===== src/rtl/pipe_pkg.sv =====
// Shared types and widths for the MEM/WB skid stage.
package pipe_pkg;

  localparam int REG_ADDR_W = 5;
  localparam int WORD_W     = 32;

  typedef struct packed {
    logic [REG_ADDR_W-1:0] addr;
    logic                  en;
    logic [WORD_W-1:0]     data;
    logic                  hilo_en;
    logic [WORD_W-1:0]     hi;
    logic [WORD_W-1:0]     lo;
  } wb_bundle_t;

  typedef enum logic [1:0] {
    EMPTY = 2'd0,
    BUSY  = 2'd1,
    FULL  = 2'd2
  } skid_state_t;

endpackage


===== src/rtl/pipe_slot.sv =====
// One writeback bundle register with load enable; HI/LO fields vanish when HILO_EN=0.
module pipe_slot
  import pipe_pkg::*;
#(
  parameter int DATA_W  = WORD_W,
  parameter int ADDR_W  = REG_ADDR_W,
  parameter bit HILO_EN = 1'b1
) (
  input  logic              clk,
  input  logic              reset,
  input  logic              load,
  input  logic [ADDR_W-1:0] d_addr,
  input  logic              d_en,
  input  logic [DATA_W-1:0] d_data,
  input  logic              d_hilo_en,
  input  logic [DATA_W-1:0] d_hi,
  input  logic [DATA_W-1:0] d_lo,
  output logic [ADDR_W-1:0] q_addr,
  output logic              q_en,
  output logic [DATA_W-1:0] q_data,
  output logic              q_hilo_en,
  output logic [DATA_W-1:0] q_hi,
  output logic [DATA_W-1:0] q_lo
);

  // NOTE: sequential state is written with <= so every flop samples pre-edge values.
  always_ff @(posedge clk or posedge reset) begin
    if (reset) begin
      q_addr <= '0;
      q_en   <= 1'b0;
      q_data <= '0;
    end else if (load) begin
      q_addr <= d_addr;
      q_en   <= d_en;
      q_data <= d_data;
    end
  end

  if (HILO_EN) begin : g_hilo
    always_ff @(posedge clk or posedge reset) begin
      if (reset) begin
        q_hilo_en <= 1'b0;
        q_hi      <= '0;
        q_lo      <= '0;
      end else if (load) begin
        q_hilo_en <= d_hilo_en;
        q_hi      <= d_hi;
        q_lo      <= d_lo;
      end
    end
  end else begin : g_no_hilo
    logic unused_hilo;
    assign unused_hilo = ^{d_hilo_en, d_hi, d_lo};
    assign q_hilo_en   = 1'b0;
    assign q_hi        = '0;
    assign q_lo        = '0;
  end

endmodule


===== src/rtl/pipe_wb_skid.sv =====
// MEM/WB stage with valid/ready handshake, one-entry skid buffer and flush.
module pipe_wb_skid
  import pipe_pkg::*;
#(
  parameter int DATA_W  = WORD_W,
  parameter int ADDR_W  = REG_ADDR_W,
  parameter bit HILO_EN = 1'b1
) (
  input  logic              clk,
  input  logic              reset,
  input  logic              flush,
  input  logic              in_valid,
  output logic              in_ready,
  input  logic [ADDR_W-1:0] mem_addr,
  input  logic              mem_en,
  input  logic [DATA_W-1:0] mem_data,
  input  logic              mem_hilo_en,
  input  logic [DATA_W-1:0] mem_hi,
  input  logic [DATA_W-1:0] mem_lo,
  output logic              out_valid,
  input  logic              out_ready,
  output logic [ADDR_W-1:0] pipe_mem_addr,
  output logic              pipe_mem_en,
  output logic [DATA_W-1:0] pipe_mem_data,
  output logic              pipe_hilo_en,
  output logic [DATA_W-1:0] pipe_hi,
  output logic [DATA_W-1:0] pipe_lo,
  output logic              skid_full
);

  skid_state_t state_q, state_d;
  logic accept, consume;
  logic main_load, skid_load, main_from_skid;

  logic [ADDR_W-1:0] main_addr, skid_addr, main_d_addr;
  logic              main_en, skid_en, main_d_en;
  logic [DATA_W-1:0] main_data, skid_data, main_d_data;
  logic              main_hilo_en, skid_hilo_en, main_d_hilo_en;
  logic [DATA_W-1:0] main_hi, skid_hi, main_d_hi;
  logic [DATA_W-1:0] main_lo, skid_lo, main_d_lo;

  // Handshake flags decode registered state only; out_ready never reaches in_ready.
  assign in_ready  = (state_q != FULL);
  assign out_valid = (state_q != EMPTY);
  assign skid_full = (state_q == FULL);
  assign accept    = in_valid & in_ready;
  assign consume   = out_valid & out_ready;

  // NOTE: every always_comb output gets a default first so no latch is inferred.
  always_comb begin
    state_d        = state_q;
    main_load      = 1'b0;
    skid_load      = 1'b0;
    main_from_skid = 1'b0;
    if (flush) begin
      state_d = EMPTY;
    end else begin
      unique case (state_q)
        EMPTY: if (accept) begin
          main_load = 1'b1;
          state_d   = BUSY;
        end
        BUSY: begin
          if (accept && consume) begin
            main_load = 1'b1;
          end else if (accept) begin
            skid_load = 1'b1;
            state_d   = FULL;
          end else if (consume) begin
            state_d = EMPTY;
          end
        end
        FULL: if (consume) begin
          main_load      = 1'b1;
          main_from_skid = 1'b1;
          state_d        = BUSY;
        end
        default: state_d = EMPTY;
      endcase
    end
  end

  always_ff @(posedge clk or posedge reset) begin
    if (reset) state_q <= EMPTY;
    else       state_q <= state_d;
  end

  assign main_d_addr    = main_from_skid ? skid_addr    : mem_addr;
  assign main_d_en      = main_from_skid ? skid_en      : mem_en;
  assign main_d_data    = main_from_skid ? skid_data    : mem_data;
  assign main_d_hilo_en = main_from_skid ? skid_hilo_en : mem_hilo_en;
  assign main_d_hi      = main_from_skid ? skid_hi      : mem_hi;
  assign main_d_lo      = main_from_skid ? skid_lo      : mem_lo;

  pipe_slot #(.DATA_W(DATA_W), .ADDR_W(ADDR_W), .HILO_EN(HILO_EN)) u_main (
    .clk(clk), .reset(reset), .load(main_load),
    .d_addr(main_d_addr), .d_en(main_d_en), .d_data(main_d_data),
    .d_hilo_en(main_d_hilo_en), .d_hi(main_d_hi), .d_lo(main_d_lo),
    .q_addr(main_addr), .q_en(main_en), .q_data(main_data),
    .q_hilo_en(main_hilo_en), .q_hi(main_hi), .q_lo(main_lo)
  );

  pipe_slot #(.DATA_W(DATA_W), .ADDR_W(ADDR_W), .HILO_EN(HILO_EN)) u_skid (
    .clk(clk), .reset(reset), .load(skid_load),
    .d_addr(mem_addr), .d_en(mem_en), .d_data(mem_data),
    .d_hilo_en(mem_hilo_en), .d_hi(mem_hi), .d_lo(mem_lo),
    .q_addr(skid_addr), .q_en(skid_en), .q_data(skid_data),
    .q_hilo_en(skid_hilo_en), .q_hi(skid_hi), .q_lo(skid_lo)
  );

  // A bubble must never write the register file or HI/LO.
  assign pipe_mem_addr = main_addr;
  assign pipe_mem_data = main_data;
  assign pipe_mem_en   = main_en & out_valid;
  assign pipe_hilo_en  = main_hilo_en & out_valid & HILO_EN;
  assign pipe_hi       = main_hi;
  assign pipe_lo       = main_lo;

endmodule


===== config.mk =====
export PLATFORM = sky130hd
export DESIGN_NAME = pipe_wb_skid
export DESIGN_NICKNAME = d
export VERILOG_FILES = /design/src/rtl/pipe_pkg.sv /design/src/rtl/pipe_slot.sv /design/src/rtl/pipe_wb_skid.sv
export SDC_FILE = /design/constraint.sdc
export NUM_CORES = 1
export LEC_CHECK = 0
export CORE_ASPECT_RATIO = 0.8
export CORE_MARGIN = 3
export CORE_UTILIZATION = 35
export DETAILED_ROUTE_END_ITERATION = 10
export PLACE_DENSITY = 0.67
export SETUP_SLACK_MARGIN = 0.15
export SLEW_MARGIN = 20
export SYNTH_ARGS = -nofsm -noshare
export SYNTH_HDL_FRONTEND = slang
export SYNTH_SLANG_ARGS = --single-unit
export TNS_END_PERCENT = 10

===== constraint.sdc =====
create_clock -name clk -period 9.3 [get_ports clk]
set_clock_uncertainty 0.15 [all_clocks]
set_input_delay 1.86 -clock clk [delete_from_list [all_inputs] [get_ports clk]]
set_output_delay 1.86 -clock clk [all_outputs]
set_load 0.02 [all_outputs]

; Word-level counts from Yosys, hierarchy flattened
; Index checks and enable logic that the tools add are counted.
[op_classes]
n_eq_ne = 7
mux = 23
bitwise = 4
n_reduce_logical = 4
[ops]
columns = cell, n
row1 = $mux W32, 3
row2 = $mux W2, 6
row3 = $mux W1, 11
row4 = $ne A3 B3 Y1 const B, 2
row5 = $pmux W2 S3, 1
row6 = $mux W5, 1
row7 = $and A1 B1 Y1, 4
row8 = $ne A4 B4 Y1 const B, 1
row9 = $reduce_and A4 Y1, 1
row10 = $ne A3 B2 Y1 const B, 1
row11 = $pmux W1 S3, 1
row12 = $eq A2 B1 Y1 const B, 1
row13 = $eq A2 B2 Y1 const B, 1
row14 = $logic_not A2 Y1, 1
row15 = $ne A2 B2 Y1 const B, 1
row16 = $reduce_bool A2 Y1, 1
row17 = $logic_and A1 B1 Y1, 1
[word_totals]
regBits = 208
inputBits = 108
out_inout_bits = 106

; Logic depth before layout (Yosys ltp)
[logic_depth]
ltp_word = 7
mapped_depth = 7

; Hierarchy
; Synthesis repeated with hierarchy kept, for this count alone.
[unflattened]
cells_unflattened = 569
hier_area_um2 = 9110.0
[modules_own_cells]
columns = module, instances, cells_each, area_per_inst_um2, seq_area_each_um2
row1 = pipe_slot, 2, 218, 3842.4, 2577.5
row2 = pipe_wb_skid, 1, 133, 1425.1, 50.0

; Worst setup path before layout
; Ideal clock, no wire load.
[synth_timing]
path_type = input to register
start = input port flush
end = register u_main.q_addr[0]
setup_time_ps = 125
arrival_ps = 3035
slack_ps = 5990
stages = 6
path_cell_list = nand2b_1 nor2_2 buf_6 buf_6 mux2_4 mux2_2
[synth_between]
elab_chain_cells = 2
word_cells_on_any_way = 3
classes_between = 3 x mux
[synth_lines]
columns = element, line_no
row1 = "start, declared", pipe_wb_skid.sv:11  ; input logic flush,
row2 = $mux W1, pipe_wb_skid.sv:55  ; if (flush) begin
row3 = $mux W5, pipe_wb_skid.sv:88  ; assign main_d_addr = main_from_skid ? skid_addr : mem_addr;
row4 = "end signal, assigned", pipe_slot.sv:33  ; q_addr <= d_addr;
row5 = "end, declared", pipe_slot.sv:18  ; output logic [ADDR_W-1:0] q_addr,
; Several ways; a longest one is shown, not always the timed one.
; A chain may end at the register's enable or synchronous reset.

; Final worst setup path
[layout_timing]
start = input port in_valid
end = register u_main.q_data[0]
[layout_between]
elab_chain_cells = 5
word_cells_on_any_way = 6
classes_between = 4 x mux / 1 x bitwise / 1 x reduce/logical
[layout_lines]
columns = element, line_no
row1 = "start, declared", pipe_wb_skid.sv:12  ; input logic in_valid,
row2 = $and A1 B1 Y1 (*), pipe_wb_skid.sv:46  ; assign accept = in_valid & in_ready;
row3 = $logic_and A1 B1 Y1, pipe_wb_skid.sv:64  ; if (accept && consume) begin
row4 = $mux W1, pipe_wb_skid.sv:64
row5 = $pmux W1 S3 (*), pipe_wb_skid.sv:58  ; unique case (state_q)
row6 = $mux W1 (*), pipe_wb_skid.sv:55
row7 = "end signal, assigned", pipe_slot.sv:35  ; q_data <= d_data;
row8 = "end, declared", pipe_slot.sv:20  ; output logic [DATA_W-1:0] q_data,
; Every way passes the cells marked *; elsewhere a longest branch is shown, timed or not.

==> flow_summary.json <==
{
  "worst_setup_path_end_kind": "flop",
  "syn_nets": 679,
  "viasPerCell": 4.63,
  "first_pass_iters": 4,
  "hold_buffers": 0,
  "drc": 0,
  "dieArea_um2": 28600,
  "rsz0062_at_grt": "false",
  "h-tree-depth": 1,
  "cts_resized": 0,
  "grtUsageMet2_pct": 20.0,
  "fillers": 2239,
  "dp.cells": 1109,
  "syn_inst": 571,
  "avgRoutedWirePerCell_um": 17.1,
  "gr-total-overflow": 0,
  "dp_hpwl_mm": 12.8,
  "postRouteAntennaNets": 0,
  "path_class": "primary input to flop",
  "cts_buffer_depth": 3,
  "antenna_cells": 0,
  "nNetsFinal": 891,
  "fp-row-count": 52,
  "hp-class": "flop to flop",
  "vias": 5328,
  "post-route-period-util_pct": 48.5,
  "critPathArrivalTime_ns": 4.74,
  "ir_drop_uv": 119,
  "reg2regPathDepth": 6,
  "seq_area_frac_synth_pct": 55.9,
  "max_freq_ghz": 0.222,
  "postSynthAreaPerCell_um2": 16.3,
  "clockRootBuffer": "clkbuf_16",
  "grt_pass1_wl_mm": 31.9,
  "routed_wl_mm": 19.7,
  "io_buffer_count": 213,
  "finalSetupViolCount": 0,
  "crit_fanout": 59,
  "core_area_um2": 25800,
  "hold_depth": 1,
  "setup_tns_ns": 0,
  "grt_pass1_vias": 5579,
  "drt-initial-drc-count": 171,
  "yosysUniqueCellTypes": 22,
  "cellLeakagePower_uw": 0.00532,
  "die_h_um": 152,
  "worstMarginPinSlew_ns": 0.880,
  "cap_viol_max_count": 0,
  "cts_buffers": 23,
  "grt_use_met1_pct": 19.0,
  "die_x_um": 188,
  "clock_latency_ns": 0.49,
  "relSlewSlack_pct": 41.3,
  "antenna_found_initial": 1,
  "status": "finished clean",
  "cts_sinks": 208,
  "cp-start-kind": "primary input",
  "synth_warnings": 0,
  "required_ns": 9.52,
  "hold_violations": 0,
  "fin_crit_ns": 4.51,
  "r2r_slack_ns": 6.13,
  "grt_max_degree": 84,
  "synth_seq_cells": 208,
  "initial_core_util_pct": 36.1,
  "drive_gt1_share_pct": 44.7,
  "clkSlewWorstSetupHoldPaths_ns": 0.06,
  "grtUsageMet3_pct": 5.16,
  "instances_no_fill": 1150,
  "syn_to_final_growth_pct": 34.9,
  "finalWeightedCongestion": 0.721,
  "tritoncts": "yes",
  "syn-cell-area_um2": 9310,
  "busiest_layer": "met2",
  "io_pins": 214,
  "slew_viol_final": 0,
  "track_usage_pct": 13.5,
  "cts_setup_buffers": 0,
  "cellPowerDensity_nw_per_um2": 231
}
[worst max-delay path, cell delays in order]
cell	delay, ns
clkdlybuf4s50_1	0.43
and2b_1	0.26
nor2_1	0.23
a2bb2oi_4	0.16
buf_4	0.50
buf_4	0.74
mux2_2	0.41
[stage by stage]
step / instance area (um2) / setup slack, ns / hold WS (ns) / utilization (%) / power [uW]
2_1_floorplan: 9310 / 1.61 / 0.321 / - / 1620
3_3_place_gp: 11700 / 4.26 / 0.332 / 45.6 / 1920
3_5_place_dp: 11700 / 4.23 / 0.339 / 45.6 / 1940
4_1_cts: 12600 / 4.77 / 0.355 / 48.8 / 2950
5_1_grt: 12600 / 4.59 / 0.364 / 48.8 / 3040
6_report: 12600 / 4.79 / 0.348 / 48.8 / 2900
[state kept, by name, summed over array words and instances (netlist names), 2 cells and up]
name	cells
u_main.q_hi	32
u_skid.q_addr	5
u_skid.q_data	32
u_main.q_addr	5
u_main.q_lo	32
u_skid.q_hi	32
state_q	2
u_skid.q_lo	32
u_main.q_data	32
[cell usage after synthesis]
cell | number | area, um2
mux2_4 | 70 | 1050
mux2_2 | 239 | 2690
nand2b_1 | 1 | 6.26
inv_1 | 1 | 3.75
inv_2 | 1 | 3.75
buf_6 | 8 | 90.1
nor2_1 | 5 | 18.8
and2b_1 | 1 | 7.51
o21ai_0 | 1 | 5.00
nor3_1 | 1 | 5.00
a21oi_1 | 1 | 5.00
nor2b_4 | 1 | 13.8
buf_4 | 8 | 60.1
a2bb2oi_2 | 1 | 15.0
or2_2 | 1 | 6.26
buf_2 | 17 | 85.1
and2_1 | 2 | 12.5
dfrtp_1 | 208 | 5200
nor2_2 | 1 | 6.26
nand3_1 | 1 | 5.00
o21a_1 | 1 | 7.51
mux2i_1 | 1 | 10.0
[final cells by class]
| type | count | area [um2] | area share (%) |
|---|---|---|---|
| clock inverter | 6 | 158 | 1.25 |
| multi-input combinational | 328 | 3890 | 31.0 |
| clock buffer | 35 | 671 | 5.34 |
| tap | 351 | 439 | 3.49 |
| sequential | 208 | 5200 | 41.4 |
| timing repair buffer | 220 | 2180 | 17.4 |
| inverter | 2 | 15.0 | 0.119 |
[layer usage]
layer  vias up  wire [um]
met5         -         13
met4         2        382
met3        29       1640
met2       147       8370
met1      2684       9270
li1       2466          -
[final timing paths]
kind	start	endpoint
worst max-delay path	in_valid	u_main.q_data[0]$_DFFE_PP0P_
worst min-delay path	u_skid.q_data[30]$_DFFE_PP0P_	u_skid.q_data[30]$_DFFE_PP0P_
worst max register to register	state_q[0]$_DFFE_PP0P_	u_main.q_data[19]$_DFFE_PP0P_
worst min register to register	u_skid.q_data[30]$_DFFE_PP0P_	u_skid.q_data[30]$_DFFE_PP0P_
max in group asynchronous	reset	u_skid.q_hi[23]$_DFFE_PP0P_
min in group asynchronous	reset	u_skid.q_lo[15]$_DFFE_PP0P_
[where the power goes]
| part | internal (uW) | leakage, uW | switching (uW) |
|---|---|---|---|
| Sequential | 1130 | 0.00249 | 110 |
| Clock | 634 | 0.000398 | 355 |
| Combinational | 400 | 0.00242 | 275 |
| Total | 2160 | 0.00532 | 739 |
[placed cells by master (no fill, tap or decap), types with 2 or more instances in the layout]
cell and count:
clkbuf_1 7, buf_4 7, bufinv_16 5, and2_1 2
dfrtp_1 208, clkdlybuf4s50_1 213, nor2_1 5, clkbuf_16 23
mux2_2 239, clkbuf_8 5, mux2_4 70
[cell families after synthesis]
family                 Yosys count  synth area share (%)
flip-flops                     208                  55.9
AO/OA/AOI/OAI                    4                 0.349
AND/OR/NAND/NOR                 14                 0.873
multiplexers                   310                  40.3
buffers and inverters           35                  2.61
Note: power is estimated with default switching activity, not from simulation.
==> variant 1: new RTL, same settings <==
Reset style: synchronous (`reset`), changed in 3 clocked blocks.
--- a/src/rtl/pipe_slot.sv
+++ b/src/rtl/pipe_slot.sv
@@ -24,7 +24,7 @@
 );
 
   // NOTE: sequential state is written with <= so every flop samples pre-edge values.
-  always_ff @(posedge clk or posedge reset) begin
+  always_ff @(posedge clk) begin
     if (reset) begin
       q_addr <= '0;
       q_en   <= 1'b0;
@@ -37,7 +37,7 @@
   end
 
   if (HILO_EN) begin : g_hilo
-    always_ff @(posedge clk or posedge reset) begin
+    always_ff @(posedge clk) begin
       if (reset) begin
         q_hilo_en <= 1'b0;
         q_hi      <= '0;
--- a/src/rtl/pipe_wb_skid.sv
+++ b/src/rtl/pipe_wb_skid.sv
@@ -80,7 +80,7 @@
     end
   end
 
-  always_ff @(posedge clk or posedge reset) begin
+  always_ff @(posedge clk) begin
     if (reset) state_q <= EMPTY;
     else       state_q <= state_d;
   end
Behaviour: differs if reset is asserted again (counterexample within 4 cycles, from zero or initial values and one cycle with reset high); with reset held inactive, the same outputs for 4 cycles.
==> variant 1 against the unedited design <==
Routed wire length increased by 55%. Design area shrank 2.9%. Area after synthesis rose by 0.67%. Setup slack worse by 0.017 ns. Global-route usage up 6.4 points. Sequential cell count unchanged.
Power is not compared: it rests on default switching activity, and its combinational part moved more than twofold at a synthesized area within 25%.
==> variant 1: results (changes against the unedited design) <==
[setup_path]
critPathMaxStageDelay_ns = 0.65  ; was 0.74 ns
timing.critical_path.from = flush  ; was in_valid
cp_max_fo = 193  ; was 59
r2r-end = u_main.q_lo[10]  ; was u_main.q_data[19]
ff2ff_path_depth = 4  ; was 6
r2r-start = state_q[1]  ; was state_q[0]
crit_path_top_delay_cell = sky130_fd_sc_hd__buf_12  ; was sky130_fd_sc_hd__buf_4
worst-r2r-setup-slack_ns = 6.41  ; was 6.13 ns

[synth]
yosysSeqAreaShare_pct = 44.41  ; was 55.88%
synth.area.top_cells = sky130_fd_sc_hd__dfxtp_1 (44%), sky130_fd_sc_hd__a311oi_1 (19%), sky130_fd_sc_hd__mux2i_1 (11%)  ; was sky130_fd_sc_hd__dfrtp_1 (56%), sky130_fd_sc_hd__mux2_2 (29%), sky130_fd_sc_hd__mux2_4 (11%)
synth_area_per_cell_um2 = 9.386  ; was 16.31 um^2
post_synth_num_cell_types = 27  ; was 22
synth_fp_nets = 1107  ; was 679
synth.area.mux_share_pct = 11.10  ; was 40.29%
async_reset_ff_share_pct = 0  ; was 100.0%

[layout]
clock_tree_area_fraction_pct = 6.380  ; was 6.591%
final.signal_buffer_count = 224  ; was 220
antenna-diode-count = 2  ; was 0
layout.nets = 1206  ; was 891
fillCellCount = 2474  ; was 2,239
multi_input_gate_share_of_total_cell_area_pct = 37.51  ; was 30.99%
share_of_final_layout_standard_cells_stronger_than_drive_strength_1_pct = 5.566  ; was 44.68%
bufAreaShareNonClock_pct = 18.23  ; was 17.38%
seqAreaFraction_pct = 34.14  ; was 41.42%
layout_clock_buffer_count = 31  ; was 35

[detailed_routing]
totalWireLength_mm = 30.46  ; was 19.67 mm
drt_first_iter_violations = 697  ; was 171
routed_len_inst_um = 20.76  ; was 17.10 um

[min_path]
worst_hold_path.num_cells = 2  ; was 1
launch_instance_of_the_worst_min_delay_path = u_skid.q_data[20]  ; was u_skid.q_data[30]

[clock_tree]
clock_latency_ns = 0.51  ; was 0.49 ns

[grt]
grt_util_all_layers_pct = 19.91  ; was 13.50%
met1_usage_pct = 28.05  ; was 18.99%
grt.met2_usage_pct = 31.09  ; was 19.98%
via_count_of_the_first_global_routing_pass = 8456  ; was 5,579
groute.layer.met3.usage_pct = 4.600  ; was 5.160%

[timing]
slew_headroom_pct = 8.393  ; was 41.32%

[run_status]
run_status = finished, final reports clean  ; unchanged

variant 1: changes by cell type after synthesis, sizes merged, moves of 3 or more:
cell,delta
buf,+18
mux2i,+103
a21oi,+104
clkbuf,+99
dfrtp,-208
nand3,+102
nor2,-3
dfxtp,+208
o21ai,+102
mux2,-309
a311oi,+206
variant 1: per-stage QoR:
| step | util [%] | cell area (um^2) | setup WS [ns] | hold WS, ns |
|---|---|---|---|---|
| after floorplan | - | 9376 | 6.051 | 0.3035 |
| after global placement | 44.19 | 11410 | 4.450 | 0.3098 |
| after detailed placement | 44.19 | 11410 | 4.379 | 0.3157 |
| after CTS | 47.21 | 12190 | 4.954 | 0.3235 |
| after global routing | 47.22 | 12200 | 4.724 | 0.3397 |
| final | 47.22 | 12200 | 4.769 | 0.3228 |
variant 1: routing by layer:
metal,vias up,part of all wire [%]
li1,4139,-
met1,4344,46
met2,293,45
met3,35,7.5
met4,6,1.6
met5,-,0.098
==> variant 2: new RTL, same settings <==
Made on the original files. Change the package constant `WORD_W` from 32 to 48.
--- a/src/rtl/pipe_pkg.sv
+++ b/src/rtl/pipe_pkg.sv
@@ -2,7 +2,7 @@
 package pipe_pkg;
 
   localparam int REG_ADDR_W = 5;
-  localparam int WORD_W     = 32;
+  localparam int WORD_W     = 48;
 
   typedef struct packed {
     logic [REG_ADDR_W-1:0] addr;
Ports: changed (6 resized); port bits go from 214 to 310. No check against the original RTL was run, so the function may have changed too.
==> variant 2 against the unedited design <==
Combinational power increased by 45%. Sequential share of layout area grew 1.5 points. Routed wire length up 53%. Design area increased by 41%. Sequential cell count rose by 96. Area after synthesis rose by 42%. Setup slack got worse by 0.11 ns. Total power rose by 40%. Count of clock-buffer cells in the layout rose by 16. Critical path depth fell by 1. Core utilization is 0.30 points lower. Fmax decreased by 2.3%. Critical endpoint is now u_main.q_hi[17]. Largest power group unchanged. Highest routed layer unchanged.
==> variant 2: results (changes against the unedited design) <==
[run_status]
run_status = finished, final reports clean  ; unchanged

[layout]
clock_tree_area_fraction_pct = 5.970  ; was 6.591%
fillCellCount = 3222  ; was 2,239
layout_clock_buffer_count = 51  ; was 35
layout.nets = 1286  ; was 891
regArea_um2 = 7607  ; was 5205 um^2
final.signal_buffer_count = 316  ; was 220
multi_input_gate_share_of_total_cell_area_pct = 29.64  ; was 30.99%

[clock_tree]
cts-htree-levels = 2  ; was 1
cts_sinks = 304  ; was 208

[grt]
grt_max_degree = 158  ; was 84
first_pass_grt_wire_length_mm = 48.33  ; was 31.86 mm
via_count_of_the_first_global_routing_pass = 8440  ; was 5,579

[synth]
synth.area.top_cells = sky130_fd_sc_hd__dfrtp_1 (58%), sky130_fd_sc_hd__mux2_2 (31%), sky130_fd_sc_hd__mux2_1 (7.7%)  ; was sky130_fd_sc_hd__dfrtp_1 (56%), sky130_fd_sc_hd__mux2_2 (29%), sky130_fd_sc_hd__mux2_4 (11%)
synthTopCellsByCount = sky130_fd_sc_hd__mux2_2 (363), sky130_fd_sc_hd__dfrtp_1 (304), sky130_fd_sc_hd__mux2_1 (90)  ; was sky130_fd_sc_hd__mux2_2 (239), sky130_fd_sc_hd__dfrtp_1 (208), sky130_fd_sc_hd__mux2_4 (70)
synth_fp_nets = 982  ; was 679

[placed_design]
place.gp.congestion = 0.7139  ; was 0.7209
place_inst = 1574  ; was 1,109
placed_area_um2 = 16650  ; was 11,740 um^2
preCtsSetupSlack_ns = 4.092  ; was 4.232 ns

[detailed_routing]
drt_first_iter_violations = 355  ; was 171
totalWireLength_mm = 30.18  ; was 19.67 mm
routed_len_inst_um = 18.48  ; was 17.10 um

[timing]
finalHoldWorstSlack_ns = 0.3492  ; was 0.3480 ns

[power_and_ir_drop]
worst_ir_drop_vdd_uv = 117.8  ; was 118.7 uV
cellPowerDensity_nw_per_um2 = 229.1  ; was 230.7 nW/um^2

[setup_path]
critPathMaxStageDelay_ns = 0.85  ; was 0.74 ns
worst-r2r-setup-slack_ns = 6.10  ; was 6.13 ns
r2r-start = state_q[1]  ; was state_q[0]

[floorplan]
rows = 62  ; was 52

-- variant 2: cell count changes after synthesis, sizes merged --
cell / delta
dfrtp: +96
mux2: +144
buf: +15
-- variant 2: power by group through the flow --
stage / Sequential (mW) / Combinational [mW] / Clock (mW)
2_1_floorplan: 1.96 / 0.387 / 0
3_3_place_gp: 1.81 / 0.972 / 0
3_5_place_dp: 1.82 / 0.990 / 0
4_1_cts: 1.80 / 0.994 / 1.33
5_1_grt: 1.84 / 1.04 / 1.39
6_report: 1.80 / 0.976 / 1.28
-- variant 2: per-layer routing --
metal  vias to the layer above  track usage (%)
met1                      3989            19.61
met2                       203            22.53
met3                        38            6.425
met5                         -                0
li1                       3579                -
met4                         2            2.949
-- variant 2: cells by family after synthesis --
logic type / count (synthesis)
AND/OR/NAND/NOR: 14
AO/OA/AOI/OAI: 4
buffers and inverters: 50
multiplexers: 454
flip-flops: 304
